**config.mk**
```make
export PLATFORM = sky130hd
export DESIGN_NAME = scale_mux_arb
export DESIGN_NICKNAME = d
export VERILOG_FILES = /design/src/rtl/scale_mux_arb.sv
export SDC_FILE = /design/constraint.sdc
export NUM_CORES = 1
export LEC_CHECK = 0
export CORE_MARGIN = 10
export CORE_UTILIZATION = 35
export DETAILED_ROUTE_END_ITERATION = 7
export HOLD_SLACK_MARGIN = 0.06
export PLACE_DENSITY = 0.76
export SLEW_MARGIN = 0
export SYNTH_ARGS = -nofsm -noshare
export SYNTH_HDL_FRONTEND = slang
export SYNTH_SLANG_ARGS = --single-unit
export TNS_END_PERCENT = 30
```
**constraint.sdc**
```tcl
create_clock -name clk -period 3.8 [get_ports clk]
set_clock_uncertainty 0.05 [all_clocks]
set_input_delay 0.76 -clock clk [delete_from_list [all_inputs] [get_ports clk]]
set_output_delay 0.76 -clock clk [all_outputs]
set_load 0.02 [all_outputs]
```
**src/rtl/scale_mux_arb.sv**
```systemverilog
// Two-source arbitrating mux with a one-word registered output stage.
// Alternating priority breaks ties; per-source saturating acceptance counters.
module scale_mux_arb #(
  parameter int WIDTH = 16
) (
  input  logic             clk,
  input  logic             rst_n,
  input  logic [WIDTH-1:0] in_a,
  input  logic             valid_a,
  output logic             ready_a,
  input  logic [WIDTH-1:0] in_b,
  input  logic             valid_b,
  output logic             ready_b,
  output logic [WIDTH-1:0] out,
  output logic             out_valid,
  input  logic             out_ready,
  output logic             sel_a,
  output logic [7:0]       cnt_a,
  output logic [7:0]       cnt_b
);

  logic load_en;
  logic grant_a;
  logic grant_b;
  logic prio_a;

  function automatic logic [7:0] sat_inc(input logic [7:0] c);
    return (c == 8'hFF) ? c : c + 8'd1;
  endfunction

  assign load_en = !out_valid || out_ready;

  always_comb begin
    grant_a = 1'b0;
    grant_b = 1'b0;
    if (load_en) begin
      if (valid_a && (!valid_b || prio_a))
        grant_a = 1'b1;
      else if (valid_b)
        grant_b = 1'b1;
    end
  end

  // Reset gating keeps both sources stalled while the block is held in reset.
  assign ready_a = rst_n && grant_a;
  assign ready_b = rst_n && grant_b;

  // Output stage: load on grant, otherwise drain when downstream consumes.
  always_ff @(posedge clk) begin
    if (!rst_n) begin
      out       <= '0;
      out_valid <= 1'b0;
      sel_a     <= 1'b0;
      prio_a    <= 1'b1;
      cnt_a     <= 8'd0;
      cnt_b     <= 8'd0;
    end else begin
      if (grant_a || grant_b) begin
        out       <= grant_a ? in_a : in_b;
        out_valid <= 1'b1;
        sel_a     <= grant_a;
        prio_a    <= grant_b;
      end else if (out_ready) begin
        out_valid <= 1'b0;
      end
      if (grant_a)
        cnt_a <= sat_inc(cnt_a);
      if (grant_b)
        cnt_b <= sat_inc(cnt_b);
    end
  end

endmodule

```
## After elaboration in Yosys (flattened, before gate mapping)

Cells that the tools add are included.

| word-level totals | value |
|---|---|
| bits in registers | 35 |
| output and inout bits | 36 |
| word-level logic and storage cells | 31 |

| cells by class | value |
|---|---|
| add/subtract/negate cells | 2 |
| equality and inequality tests | 2 |
| multiplexer cells | 8 |
| bitwise operators | 2 |
| reduce and logical (&&, ||, !) cells | 11 |

Operators by type and width:

| operator | count |
|---|---|
| adder 8 x 1 -> 8 bit, second input constant | 2 |
| equality test 8 bit, second input constant | 2 |
| 2-to-1 mux 16 bit | 1 |
| 2-to-1 mux 1 bit | 7 |
| AND reduction 2 bit | 2 |
| logical AND 1 bit | 3 |
| logical OR 1 bit | 3 |
| logical NOT 1 bit | 2 |
| NOT 1 bit | 2 |
| nonzero test 2 bit | 1 |

## Longest topological paths before layout

Gate-level depths: netlist of run 1.

| depth | value |
|---|---|
| depth after elaboration | 7 |
| gate-level depth with buffers | 5 |
| gate-level depth less buffers | 5 |

## Least setup slack after synthesis of run 1

Ideal clock, no wire load.

| timing path | value |
|---|---|
| kind | input port to output port |
| start point | input valid_b |
| end point | output ready_b |
| arrival | 1.587 ns |
| setup slack | 1.403 ns |
| stages on the path | 4 |
| cell sequence | a21bo_2 -> nand2b_4 -> buf_2 -> nor2_1 |

| between the ends | value |
|---|---|
| longest elaborated chain between the ends | 6 |

RTL lines:

| item | line | source |
|---|---|---|
| from (decl) | 12 | `input logic valid_b,` |
| logical NOT 1 bit | 37 | `if (valid_a && (!valid_b \|\| prio_a))` |
| logical OR 1 bit | 37 |  |
| logical AND 1 bit | 37 |  |
| 2-to-1 mux 1 bit (*) | 37 |  |
| 2-to-1 mux 1 bit (*) | 36 | `if (load_en) begin` |
| logical AND 1 bit (*) | 46 | `assign ready_b = rst_n && grant_b;` |
| to (decl) | 13 | `output logic ready_b,` |

Mark *: on every way between the ends. The rest lies on a longest branch, timed or not.

## Final worst setup path of run 1

| timing path | value |
|---|---|
| start point | input valid_a |
| end point | output ready_b |

| between the ends | value |
|---|---|
| longest elaborated chain between the ends | 4 |

RTL lines:

| item | line | source |
|---|---|---|
| from (decl) | 9 | `input logic valid_a,` |
| logical AND 1 bit | 37 |  |
| 2-to-1 mux 1 bit | 37 |  |
| 2-to-1 mux 1 bit | 36 |  |
| logical AND 1 bit | 46 |  |

No other way between the ends.

==> results.md, run 1 <==
Setup path:
- The worst-case reg-to-reg path depth is 4.
- The highest net fanout along the worst path is 5.
- The type of origin of the critical path is a primary input.
- The worst register-to-register path begins at cnt_a[0].
- For this run, the slowest stage of the critical path takes 0.61 ns.
- The setup slack of the most critical reg-to-reg path is 2.15 ns.
- The most numerous cell on the critical path is clkdlybuf4s50_1.
- The critical path goes through clkdlybuf4s50_1, a21bo_2, nand2b_4, nor2_1, clkdlybuf4s50_1.
- The classification of the worst setup path is in -> out.
- STA puts the critical path data arrival time at around 2.4 ns.
- The kind of end point of the critical path is a primary output.
- For this design, the slowest cell found on the critical path is clkdlybuf4s50_1.
- The required time at the worst-slack endpoint is 2.99 ns.
- The sum of buffers and inverters on the critical path is 2.
- The dominant delay contributor by cell family on the critical path is buffers and inverters.
- The endpoint identified for the worst register-to-register timing path is cnt_a[7].

Timing:
- The number of pins with negative max-slew slack in the final report came to 0.
- For the finished layout, the period the worst path requires is 3.17 ns.
- The number of setup violations in the final report is 0.
- Static timing analysis puts the maximum clock frequency at 0.316 GHz.
- The tightest hold path in the finished design has a slack of 0.438 ns.
- Setup repair after global routing left no endpoint under its margin.
- The number of hold violations in the final report is 0.
- Measured against its own limit, the worst slew margin works out to 50.5%.
- In the finished design, the share of the clock period the worst path needs comes to between 80 and 90%.
- The final setup TNS is 0 ns.
- The slew at the pin with the worst max-slew slack is about 0.74 ns.

Drt:
- In the final routed layout, each cell accounts on average for 15.0 µm.
- In this run the remaining antenna-violating nets after routing total 0.
- The detailed router placed about 1600 vias in this run.
- The number of optimization iterations in the first detailed-route pass is 4.
- For this block, the routed nets add up to 4.70 mm of wire.
- For this block, the initial DRC count from the detailed router was 76.
- The number of remaining DRC errors is 0.
- The average via count per standard cell is 5.25.

Floorplanning:
- Pin placement for this block handled 73 I/O pins.
- The starting density of the core is around 36%.
- The die covers 0.00750 mm².
- The initialized floorplan defines 24 standard-cell rows.
- The total core area is about 0.0043 mm².
- The die height is 86.6 µm.
- Measured along the x axis, the die boundary spans 86.6 µm.

Clocking:
- The source-to-sink clock delay at the later pin of the worst-skew pair is 0.28 ns.
- The clock transition at the register clock pins on the worst setup and hold paths after CTS is 0.06 ns.
- Counting the buffers created by CTS gives 5.
- After clock tree synthesis, the repair step resized 0 gates.
- The number of clock sinks is 35.
- TritonCTS built the clock tree.
- The H-tree depth is 2.
- Post-CTS timing repair inserted 0 buffers for setup.
- The clock tree root driver cell is clkbuf_8.
- The longest clock path from root to sink contains 2 buffers.
- The number of hold buffers added after cts is 0.

Power and ir drop:
- The internal power of the cells totals 0.000652 W.
- The maximum vdd ir drop is 0.219 mV.
- The share of power burned in the clock network is about a third.
- The proportion of power drawn by combinational gates is 21.0%.
- The leakage power figure is 0.917 nW.
- Sequential cells account for 45.6% of the total power.
- The switching share of power is 26.2%.
- For this design the ratio of total power to cell area is 364 mW/mm².
- Summed over all nets, the switching power comes to 0.000231 W.

Hold path:
- The startpoint of the lowest-slack hold path is out[2].
- In this run the worst hold path is classified as reg -> reg.
- The count of cells along the worst hold path is 2.
- The path with the worst hold slack has its endpoint at out[2].

Layout:
- The total of fill cells in the finished design is 429.
- The antenna diode count is 0.
- The ratio of cells with drive above 1 in the final layout is about 6.5%.
- The area growth from synthesis to layout is 56.2%.
- The total number of nets in the final design is 299.

Logic synthesis:
- In the synthesized netlist, the number of instances is between 150 and 200.
- The xor-xnor portion of the synthesized cell area is 0%.
- During synthesis, Yosys emitted a total of 0 warnings.
- The main combinational cell family by area after synthesis is simple AND/OR/NAND/NOR gates.
- The arithmetic-cell share of the synthesized area counting full adders, half adders and majority gates is 1.61%.
- The synthesized netlist devotes 18.2% of its cell area to compound gates.
- The unique cell type count in the Yosys netlist is 34.
- By area the synthesized netlist is led by dfxtp_1 (45%), nor3_1 (7.1%), o22ai_1 (6.4%).
- When the netlist entered floorplanning its net count stood at around 230.
- The share of cell area taken by muxes after synthesis is 1.29%.
- Sequential cells were found to cover 45.1% of the synthesized design area.
- Of the post-synthesis cell area, the dominant cell type holds 45.1%.
- The mean area per synthesized cell is 8.30 µm².
- The mapped netlist covers 0.00155 mm².
- The library cell with the largest summed area after synthesis is dfxtp_1.
- The synthesized netlist devotes between 20 and 30% of its cell area to simple gates.
- Synthesis inferred 35 register bits.

Placed design:
- During placement, the flow inserted port buffers numbering 72.
- The half-perimeter wire length after placement is 3.54 mm.
- The final weighted congestion of routability-driven global placement is 0.885.

GRT:
- Entering global routing, the biggest net connects 29 pins.
- The number of antenna violations at the first check in global routing is 0.
- The via count of the first global-routing pass was 1600.
- For this run the aggregate overflow at the end of global routing stands at 0.
- The wire length of the first global-routing pass is 7.74 mm.
- Across every metal layer, demand over resource in global routing totals between 10% and 20%.

Run:
- Max-cap violations in this run came to 0.

Status:
- The run finished with clean final reports.
==> tightest hold or removal path, stage by stage, from the launching register on <==
cell and delay (ns):
dfxtp_1 0.31, nor2_1 0.09, nor3_1 0.04
==> stage by stage <==
stage | util, % | instance area (µm²) | power, W | cells | setup WS, ns
3_3_place_gp | 53.8 | 2330 | 0.000596 | 305 | 0.635
6_report | 56.1 | 2430 | 0.000883 | 313 | 0.634
4_1_cts | 56.1 | 2430 | 0.000896 | 313 | 0.627
3_5_place_dp | 53.8 | 2330 | 0.000599 | 305 | 0.627
2_1_floorplan | - | 1550 | 0.000499 | 187 | 1.40
5_1_grt | 56.1 | 2430 | 0.000934 | 313 | 0.581
==> synthesized netlist by cell type, drive strengths merged <==
library cell,count
a41oi,3
nand3,7
mux2i,2
and3,6
nand2,11
and4,1
a21oi,8
a31oi,2
nand4,4
nand2b,3
a21bo,1
nand4b,1
nor2b,1
or3,2
nor4b,1
ha,2
nor4,1
clkbuf,6
and2,1
inv,6
a211oi,3
dfxtp,35
a21o,2
o31ai,1
o22ai,16
nand3b,3
nor2,22
nor3,22
buf,4
o21ai,9
and4bb,1
==> cells in the final DEF (no fill, tap or decap) <==
| master | count |
|---|---|
| clkdlybuf4s50_1 | 72 |
| dfxtp_1 | 35 |
| nor2_1 | 22 |
| nor3_1 | 22 |
| o22ai_1 | 16 |
| nand2_1 | 11 |
| o21ai_0 | 9 |
| nand3_1 | 7 |
| a21oi_1 | 7 |
| clkbuf_8 | 7 |
| inv_1 | 6 |
| and3_1 | 6 |
| nand4_1 | 4 |
| buf_4 | 4 |
| a41oi_1 | 3 |
| a211oi_1 | 3 |
| nand3b_1 | 3 |
| a21o_1 | 2 |
| a31oi_1 | 2 |
| mux2i_1 | 2 |
| or3_1 | 2 |
| ha_1 | 2 |
| nand2b_1 | 1 |
| nand2b_2 | 1 |
| a21bo_2 | 1 |
| nand2b_4 | 1 |
| nor2b_1 | 1 |
| a21oi_2 | 1 |
| nor4b_2 | 1 |
| and4_1 | 1 |
| nand4b_1 | 1 |
| and2_1 | 1 |
| and4bb_2 | 1 |
| o31ai_1 | 1 |
| nor4_1 | 1 |
| clkbuf_1 | 1 |
==> flip-flops by register name (all words and copies together), names as in the netlist <==
register and cells:
cnt_a 8, cnt_b 8, out_valid 1, sel_a 1
out 16, prio_a 1
==> worst max path at each step <==
stage / from / endpoint / cells past startpoint
after global routing: valid_a / ready_b / 5
after detailed placement: valid_a / ready_b / 5
after floorplan: valid_b / ready_b / 4
after global placement: valid_a / ready_b / 5
after CTS: valid_a / ready_b / 5
final: valid_a / ready_b / 5
==> cell families (layout without fill, tap and decap cells) <==
family	count (synthesis)	after routing
multiplexers	2	2
flip-flops	35	35
AO/OA/AOI/OAI	45	45
adder cells (fa/ha/maj)	2	2
AND/OR/NAND/NOR	87	87
buffers and inverters	16	90
==> cell type report <==
cell class	instances	area [µm²]	area share [%]
clock buffer	8	100	4.13
timing repair buffer	76	751	30.9
sequential	35	701	28.9
multi-input combinational	136	787	32.4
inverter	6	22.5	0.928
tap	52	65.1	2.68
==> power by group through the flow <==
stage | Sequential [W] | Clock [W] | Combinational [W]
6_report | 0.000403 | 0.000295 | 0.000186
5_1_grt | 0.000406 | 0.000326 | 0.000202
4_1_cts | 0.000403 | 0.000304 | 0.000189
3_5_place_dp | 0.000411 | 0 | 0.000188
3_3_place_gp | 0.000410 | 0 | 0.000187
2_1_floorplan | 0.000436 | 0 | 0.0000629
==> metal layers <==
metal | share of wire [%] | wire length (µm) | global-route usage [%]
met1 | 43 | 2000 | 13.5
met5 | 0 | 0 | 0
met3 | 12 | 577 | 8.35
met4 | 1.8 | 85 | 4.86
met2 | 43 | 2030 | 19.7
(Power assumes the default switching activity.)
==> run 2, diff against run 1 <==
PLACE_DENSITY = 0.79   (was 0.76)
clock period = 2.7 ns   (was 3.8 ns; I/O delays follow)
==> run 2 against run 1 <==
Net effect: cell count rose by 1.3%; sequential power rose by 40%; die area did not move; total power rose by 36%; utilization rose by 0.38 points; register-to-register slack got worse by 1.1 ns; routed wire length fell by 0.45%; global-route usage fell by 0.37 points; hold slack got worse by 0.0015 ns; first-iteration DRC count rose by 18%; sequential share of layout area fell by 0.19 points; largest power group unchanged.
==> results.md, run 2 (synthesized netlist as in run 1, its figures left out) <==
Status:
- The flow ran to the end, and the final reports show no timing, DRC or antenna violations.

Drt:
- The number of remaining DRC errors is 0 (unchanged).
- The remaining antenna violation count after routing is 0 (unchanged).
- The total wirelength of the detailed-routed design was 4.67 mm (-0.45%).
- The violation count after the first detailed-routing iteration is 90 (+18%).
- The average via count per standard cell came to 5.20 (-0.90%).
- The total vias in the final route is 1649 (+0.37%).
- The detailed-route wire length per cell is 14.7 µm (-1.7%).
- The number of optimization iterations in the first detailed-route pass is 4 (unchanged).

GRT:
- The number of antenna violations at the first check in global routing is 0 (unchanged).
- The maximum number of pins on one net before global-route repair is 24 (-17%).
- The wire length of the first global-routing pass is 7.52 mm (-2.8%).
- The leftover overflow at the end of global routing is 0 (unchanged).
- The via count of the first global-routing pass is 1592 (-0.50%).
- The global router's overall resource usage came to 12.4% (-0.37 points).

Power and ir drop:
- The design internal power is 0.000868 W (+33%).
- The switching power summed over all nets is 0.000334 W (+45%).
- The total power per unit cell area was 492 mW/mm² (+35%).
- The part of the total power dissipated in sequential elements is 47.0% (+1.4 points).
- The share of power burned in the clock network is 30.8% (-2.6 points).
- The switching share of power was 27.8% (+1.6 points).
- The leakage power figure was 0.945 nW (+3.0%).
- The proportion of power drawn by combinational gates was 22.2% (+1.2 points).
- The maximum vdd ir drop was 0.295 mV (+35%).

Setup path:
- The worst setup path is of the in -> out kind.
- The largest stage delay on the critical path is 0.49 ns (-0.12 ns).
- The required time at the worst-slack endpoint is 2.11 ns (-0.88 ns).
- Broken down by cell family, the worst path's largest delay share belongs to buffers and inverters.
- The setup slack of the most critical reg-to-reg path is 1.09 ns (-1.06 ns).
- STA classifies the critical path startpoint as a primary input.
- The sum of buffers and inverters on the critical path is 2 (unchanged).
- The arrival time of the worst setup path was 1.86 ns (-0.50 ns).
- The worst setup path is captured at a primary output.
- The signal on the critical path passes through clkdlybuf4s50_1, a21bo_2, nand2b_4, nor2_1, dlygate4sd2_1.
- The startpoint of the worst register-to-register path is cnt_a[0].
- The worst register-to-register path ends at cnt_a[0].
- The worst-case reg-to-reg path depth is 5 (+1).
- The slowest stage of the critical path belongs to the cell clkdlybuf4s50_1.
- The highest net fanout along the worst path was 3 (-2).

Placed design:
- The post-placement setup slack is -0.0238 ns (-0.651 ns).
- The placed standard-cell area is 0.00236 mm² (+1.3%).
- The half-perimeter wire length after placement is 3.60 mm (+1.5%).
- The final weighted congestion of routability-driven global placement came to 0.845 (-4.5%).
- The count of buffers from port buffering is 72 (unchanged).

Clocking:
- The largest buffer count on any clock path was 2 (unchanged).
- The number of clock sinks is 35 (unchanged).
- The total clock buffers created by CTS is 5 (unchanged).
- The clock transition at the register clock pins on the worst setup and hold paths after CTS is 0.07 ns (about the same).
- TritonCTS built the clock tree.
- The tree is rooted in a clkbuf_8.
- The H-tree depth is 2 (unchanged).
- The number of gates resized after cts came to 1 (+1).
- The number of hold buffers added after cts was 0 (unchanged).
- The source-to-sink clock delay at the later pin of the worst-skew pair is 0.29 ns (about the same).
- The number of setup buffers added after CTS was 0 (unchanged).

Layout:
- The total of fill cells in the finished design is 408 (-4.9%).
- From synthesis to final layout, the design area changed by 57.3%.
- The utilization after layout is 56.5% (+0.38 points).
- The antenna diode count is 0 (unchanged).
- The register containing the most flip-flops in the final layout is out.
- In the layout the commonest cells are clkdlybuf4s50_1 (70), dfxtp_1 (35), nor2_1 (22), nor3_1 (22), o22ai_1 (16).
- The cell area after layout is 0.00244 mm² (+0.67%).
- The commonest non-fill, non-tap cell in the layout is clkdlybuf4s50_1.
- The total number of nets in the final design is 303 (+1.3%).
- The largest registers in the layout are out x16, cnt_a x8, cnt_b x8.
- The number of flip-flops in the largest register is 16 (unchanged).
- The ratio of cells with drive above 1 in the final layout is 7.92% (+1.4 points).

Hold path:
- The end of the worst hold path is prio_a.
- The startpoint of the lowest-slack hold path is prio_a.
- The worst hold path belongs to the class reg -> reg.
- The count of cells along the worst hold path is 2 (unchanged).

Floorplanning:
- The starting density of the core is 35.9% (unchanged).
- The die height is 86.6 µm (unchanged).
- The floorplan die area is 0.00750 mm² (unchanged).
- The die width is 86.6 µm (unchanged).
- The total core area is 0.00432 mm² (unchanged).
- The number of ports placed on the die boundary was 73 (unchanged).
- The number of placement rows was 24 (unchanged).

Timing:
- The number of hold violations in the final report is 0 (unchanged).
- The number of setup violations in the final report is 0 (unchanged).
- The maximum clock rate is slightly above 0.4 GHz.
- The worst hold slack across all endpoints was 0.437 ns (-0.00147 ns).
- The worst setup margin is 0.249 ns (-0.386 ns).
- The slew at the pin with the worst max-slew slack was 0.478 ns (-0.264 ns).
- Of the available clock period, the critical path in the final layout requires 90.8%.
- The relative slew slack was 68.1% (+18 points).
- The number of pins with negative max-slew slack in the final report came to 0 (unchanged).
- Setup repair after global routing left no endpoint under its margin.
- After layout, the minimum clock period comes to about 2.5 ns.

Run:
- The count of max-cap constraint violations is 0 (unchanged).
[run 2: cell count changes in the layout (fill, tap and decap cells not counted), sizes merged]
cell	delta
dlygate4sd2	+1
clkinvlp	+1
buf	+4
clkinv	+1
clkbuf	-2
dlymetal6s2s	+1
clkdlybuf4s50	-2
[run 2: worst register-to-register path, delay by kind of cell (launching register included)]
| kind | cells | cell delay [ns] |
|---|---|---|
| compound gates | 1 | 0.13 |
| fa+ha+maj | 1 | 0.27 |
| simple gates | 3 | 0.73 |
| flops | 1 | 0.37 |
[run 2: cell type report]
cell class / instances / area [µm²] / share of cell area (%)
Timing Repair Buffer: 80 / 782 / 32.0
Sequential cell: 35 / 701 / 28.7
Inverter: 6 / 22.5 / 0.922
Tap cell: 52 / 65.1 / 2.66
Clock buffer: 6 / 72.6 / 2.97
Multi-Input combinational cell: 136 / 787 / 32.2
Clock inverter: 2 / 12.5 / 0.512
[run 2: worst max path at each step]
stage / start / endpoint / slack (ns) / cells after the start
floorplan: valid_b / ready_b / 0.74 / 4
global placement: valid_b / ready_b / -0.004 / 5
detailed placement: valid_b / ready_b / -0.02 / 5
CTS: out_ready / ready_a / 0.02 / 5
global route: valid_b / ready_b / 0.18 / 5
finish: valid_b / ready_b / 0.25 / 5
[run 2: per-layer routing]
layer | track usage [%] | up-vias | wire (µm)
met1 | 13.1 | 748 | 1890
met4 | 4.86 | 0 | 61
met2 | 19.9 | 54 | 2250
met3 | 6.85 | 6 | 470
met5 | 0 | - | 0
li1 | - | 841 | -
[run 2: power by group through the flow]
stage	combinational, W	sequential (W)	clock, W
final	0.000267	0.000565	0.000370
after global routing	0.000287	0.000570	0.000398
after CTS	0.000272	0.000565	0.000384
after detailed placement	0.000271	0.000578	0
after global placement	0.000268	0.000576	0
after floorplan	0.0000885	0.000614	0
[run 2: metrics by stage]
step                      std cells   TNS, ns  total power, W
final                           317         0         0.00120
after global routing            317         0         0.00126
after floorplan                 187         0        0.000702
after detailed placement        309   -0.0238        0.000848
after CTS                       317         0         0.00122
after global placement          309  -0.00426        0.000844
==> run 3, diff against run 2 <==
--- a/config.mk
+++ b/config.mk
@@ -6,4 +6,5 @@
 export NUM_CORES = 1
 export LEC_CHECK = 0
+export CAP_MARGIN = 10
 export CORE_MARGIN = 10
 export CORE_UTILIZATION = 35
--- a/constraint.sdc
+++ b/constraint.sdc
@@ -3,3 +3,3 @@
 set_input_delay 0.54 -clock clk [delete_from_list [all_inputs] [get_ports clk]]
 set_output_delay 0.54 -clock clk [all_outputs]
-set_load 0.02 [all_outputs]
+set_load 0.005 [all_outputs]
==> run 3 against run 2 <==
Net effect: sequential share of layout area rose by 0.13 points; total power fell by 1.6%; global-route usage fell by 0.094 points; combinational power fell by 14%; largest power group unchanged.
==> results.md, run 3 (synthesized netlist as in run 1, its figures left out) <==
Status:
- The flow ran to the end, and the final reports show no timing, DRC or antenna violations.

Setup path:
- Traced cell by cell, the critical path runs through clkdlybuf4s50_1, nand2b_2, nand3_1, nor2_1, clkdlybuf4s50_1.
- The type of origin of the critical path is a primary input.
- The origin of the worst setup path is out_ready.
- STA classifies the critical path endpoint as a primary output.
- The largest stage delay on the critical path is 0.53 ns (+0.04 ns).
- In this run the critical register-to-register path is captured at cnt_a[0].
- The arrival time of the worst setup path is 1.96 ns (+0.10 ns).
- The capture point of the critical path is ready_a.
- The setup slack of the most critical reg-to-reg path is 1.11 ns (+0.02 ns).
- The required time at the worst-slack endpoint is 2.11 ns (about the same).
- The worst register-to-register path begins at cnt_a[0].
- In this design, the critical path's most frequently occurring cell is clkdlybuf4s50_1.
- The highest net fanout along the worst path is 5 (+2).
- The worst-case reg-to-reg path depth came to 5 (unchanged).
- The cell type of the slowest stage on the worst timing path is clkdlybuf4s50_1.
- The worst setup path is of the in -> out kind.

Drt:
- The total vias in the final route came to 1624 (-1.5%).
- The wire length on met1 is 1.90 mm (+0.58%).
- The detailed-route wire length per cell came to 15.1 µm (+2.5%).
- The detailed route wirelength on metal3 is 531 µm (+13%).
- The remaining antenna violation count after routing is 0 (unchanged).
- The detailed-routed wire length on met2 is 2.28 mm (+1.2%).
- The top metal layer carrying routed signals is met4.
- The number of optimization iterations in the first detailed-route pass was 4 (unchanged).
- The average via count per standard cell is 5.17 (-0.58%).
- The total wirelength of the detailed-routed design is 4.75 mm (+1.5%).
- The number of remaining DRC errors is 0 (unchanged).
- The violation count after the first detailed-routing iteration is 71 (-21%).

GRT:
- The maximum number of pins on one net before global-route repair came to 24 (unchanged).
- The number of antenna violations at the first check in global routing is 0 (unchanged).
- The global router's overall resource usage came to 12.3% (-0.094 points).
- The via count of the first global-routing pass was 1592 (unchanged).
- The wire length of the first global-routing pass came to 7.48 mm (-0.56%).
- The leftover overflow at the end of global routing was 0 (unchanged).

Floorplanning:
- The die width is 86.6 µm (unchanged).
- The starting density of the core is 35.9% (unchanged).
- The floorplan die area is 0.00750 mm² (unchanged).
- The number of ports placed on the die boundary is 73 (unchanged).
- The number of placement rows is 24 (unchanged).
- The die height came to 86.6 µm (unchanged).
- The total core area is 0.00432 mm² (unchanged).

Timing:
- The maximum clock rate is 0.392 GHz (-3.9%).
- The relative slew slack is 67.1% (-1.0 points).
- Setup repair after global routing left no endpoint under its margin.
- The number of hold violations in the final report was 0 (unchanged).
- The time the final worst path needs with I/O delays and setup came to 2.55 ns (+0.0991 ns).
- The final setup TNS is 0 ns (unchanged).
- The number of pins with negative max-slew slack in the final report is 0 (unchanged).
- The fraction of the cycle the final worst path needs is 94.5% (+3.7 points).
- The slew at the pin with the worst max-slew slack is 0.493 ns (+0.0150 ns).
- The number of setup violations in the final report is 0 (unchanged).

Layout:
- The ratio of cells with drive above 1 in the final layout is 7.25% (-0.67 points).
- The largest registers in the layout are out x16, cnt_a x8, cnt_b x8.
- The register containing the most flip-flops in the final layout is out.
- The footprint of the multi-input gates was 787 µm² (unchanged).
- The commonest non-fill, non-tap cell in the layout is clkdlybuf4s50_1.
- The number of flip-flops in the largest register came to 16 (unchanged).
- The total of fill cells in the finished design is 410 (+0.49%).
- The utilization after layout is 56.2% (-0.26 points).
- The antenna diode count is 0 (unchanged).
- The area growth from synthesis to layout is 56.6%.
- The total number of nets in the final design came to 301 (-0.66%).
- Leaving out fill and tap cells, the most frequent cells in the layout are clkdlybuf4s50_1 (71), dfxtp_1 (35), nor2_1 (22), nor3_1 (22), o22ai_1 (16).
- The total area of sequential cells was 701 µm² (unchanged).

Clocking:
- The clock tree root driver cell is clkbuf_8.
- The source-to-sink clock delay at the later pin of the worst-skew pair was 0.29 ns (about the same).
- The clock transition at the register clock pins on the worst setup and hold paths after CTS was 0.07 ns (about the same).
- The TritonCTS clock tree is done.
- The number of clock sinks is 35 (unchanged).
- The number of setup buffers added after CTS came to 0 (unchanged).
- The total clock buffers created by CTS is 5 (unchanged).
- The H-tree depth came to 2 (unchanged).
- The largest buffer count on any clock path came to 2 (unchanged).

Power and ir drop:
- The design internal power came to 0.000886 W (+2.1%).
- The switching share of power is 25.1% (-2.7 points).
- The switching power summed over all nets is 0.000296 W (-11%).
- The maximum vdd ir drop came to 0.313 mV (+6.2%).
- The leakage power figure is 0.939 nW (-0.67%).
- The share of power burned in the clock network is 32.6% (+1.8 points).
- The total power per unit cell area is 486 mW/mm² (-1.2%).
- The proportion of power drawn by combinational gates is 19.4% (-2.8 points).
- The part of the total power dissipated in sequential elements is 47.9% (+0.9 points).

Hold path:
- The path class of the lowest-slack min-delay path is reg -> reg.

Placed design:
- The count of buffers from port buffering is 72 (unchanged).
- The final weighted congestion of routability-driven global placement was 0.817 (-3.4%).
- The half-perimeter wire length after placement is 3.68 mm (+2.5%).

Run:
- The count of max-cap constraint violations is 0 (unchanged).
==> run 3: cell count changes in the layout (fill, tap and decap cells not counted) <==
cell	change
clkinvlp_4	-1
clkdlybuf4s50_1	+1
clkbuf_8	+1
clkbuf_1	-1
buf_4	-2
dlygate4sd2_1	-1
==> run 3: power by group through the flow <==
stage / logic, W / registers (W) / clock network (W)
6_report: 0.000230 / 0.000567 / 0.000386
5_1_grt: 0.000250 / 0.000571 / 0.000424
4_1_cts: 0.000234 / 0.000567 / 0.000397
3_5_place_dp: 0.000232 / 0.000578 / 0
3_3_place_gp: 0.000229 / 0.000576 / 0
2_1_floorplan: 0.0000867 / 0.000580 / 0
==> run 3: critical path, delay by kind of cell <==
family	cells	cell delay, ns
buffers and inverters	2	1.01
and+or+nand+nor	3	0.41
==> run 3: metal layers <==
metal / up-vias / GRT usage [%]
li1: 831 / -
met1: 736 / 13.0
met2: 53 / 20.1
met3: 4 / 7.50
met4: 0 / 3.09
met5: - / 0
==> run 3: what timing repair did <==
item,in CTS,in global routing
hold endpoints to repair,0,0
hold buffers,0,0
endpoints found under the setup margin,0,1
gates resized for setup,0,1
==> run 3: layout make-up <==
cell class,instances,share of cell area (%)
timing repair buffer,78,31.6
sequential,35,28.8
multi-input combinational,136,32.4
clock inverter,1,0.206
clock buffer,6,3.40
inverter,6,0.926
tap,52,2.68
==> run 3: through the flow <==
stage | total power [W] | instance area (µm²) | worst slack, ns | hold WS (ns) | instances
after floorplan | 0.000666 | 1550 | 0.905 | 0.405 | 187
after global placement | 0.000805 | 2340 | 0.0801 | 0.419 | 307
after detailed placement | 0.000811 | 2340 | 0.0343 | 0.431 | 307
after CTS | 0.00120 | 2430 | 0.0251 | 0.443 | 314
after global routing | 0.00125 | 2430 | 0.0319 | 0.461 | 314
final | 0.00118 | 2430 | 0.150 | 0.439 | 314
==> run 3: how the worst min path moves through the flow <==
stage / cells past startpoint / end / from / slack (ns)
after floorplan: 2 / prio_a / prio_a / 0.41
after global placement: 2 / sel_a / sel_a / 0.42
after detailed placement: 2 / out[5] / out[5] / 0.43
after CTS: 2 / out[9] / out[9] / 0.44
after global routing: 2 / out[7] / out[7] / 0.46
final: 2 / out[9] / out[9] / 0.44
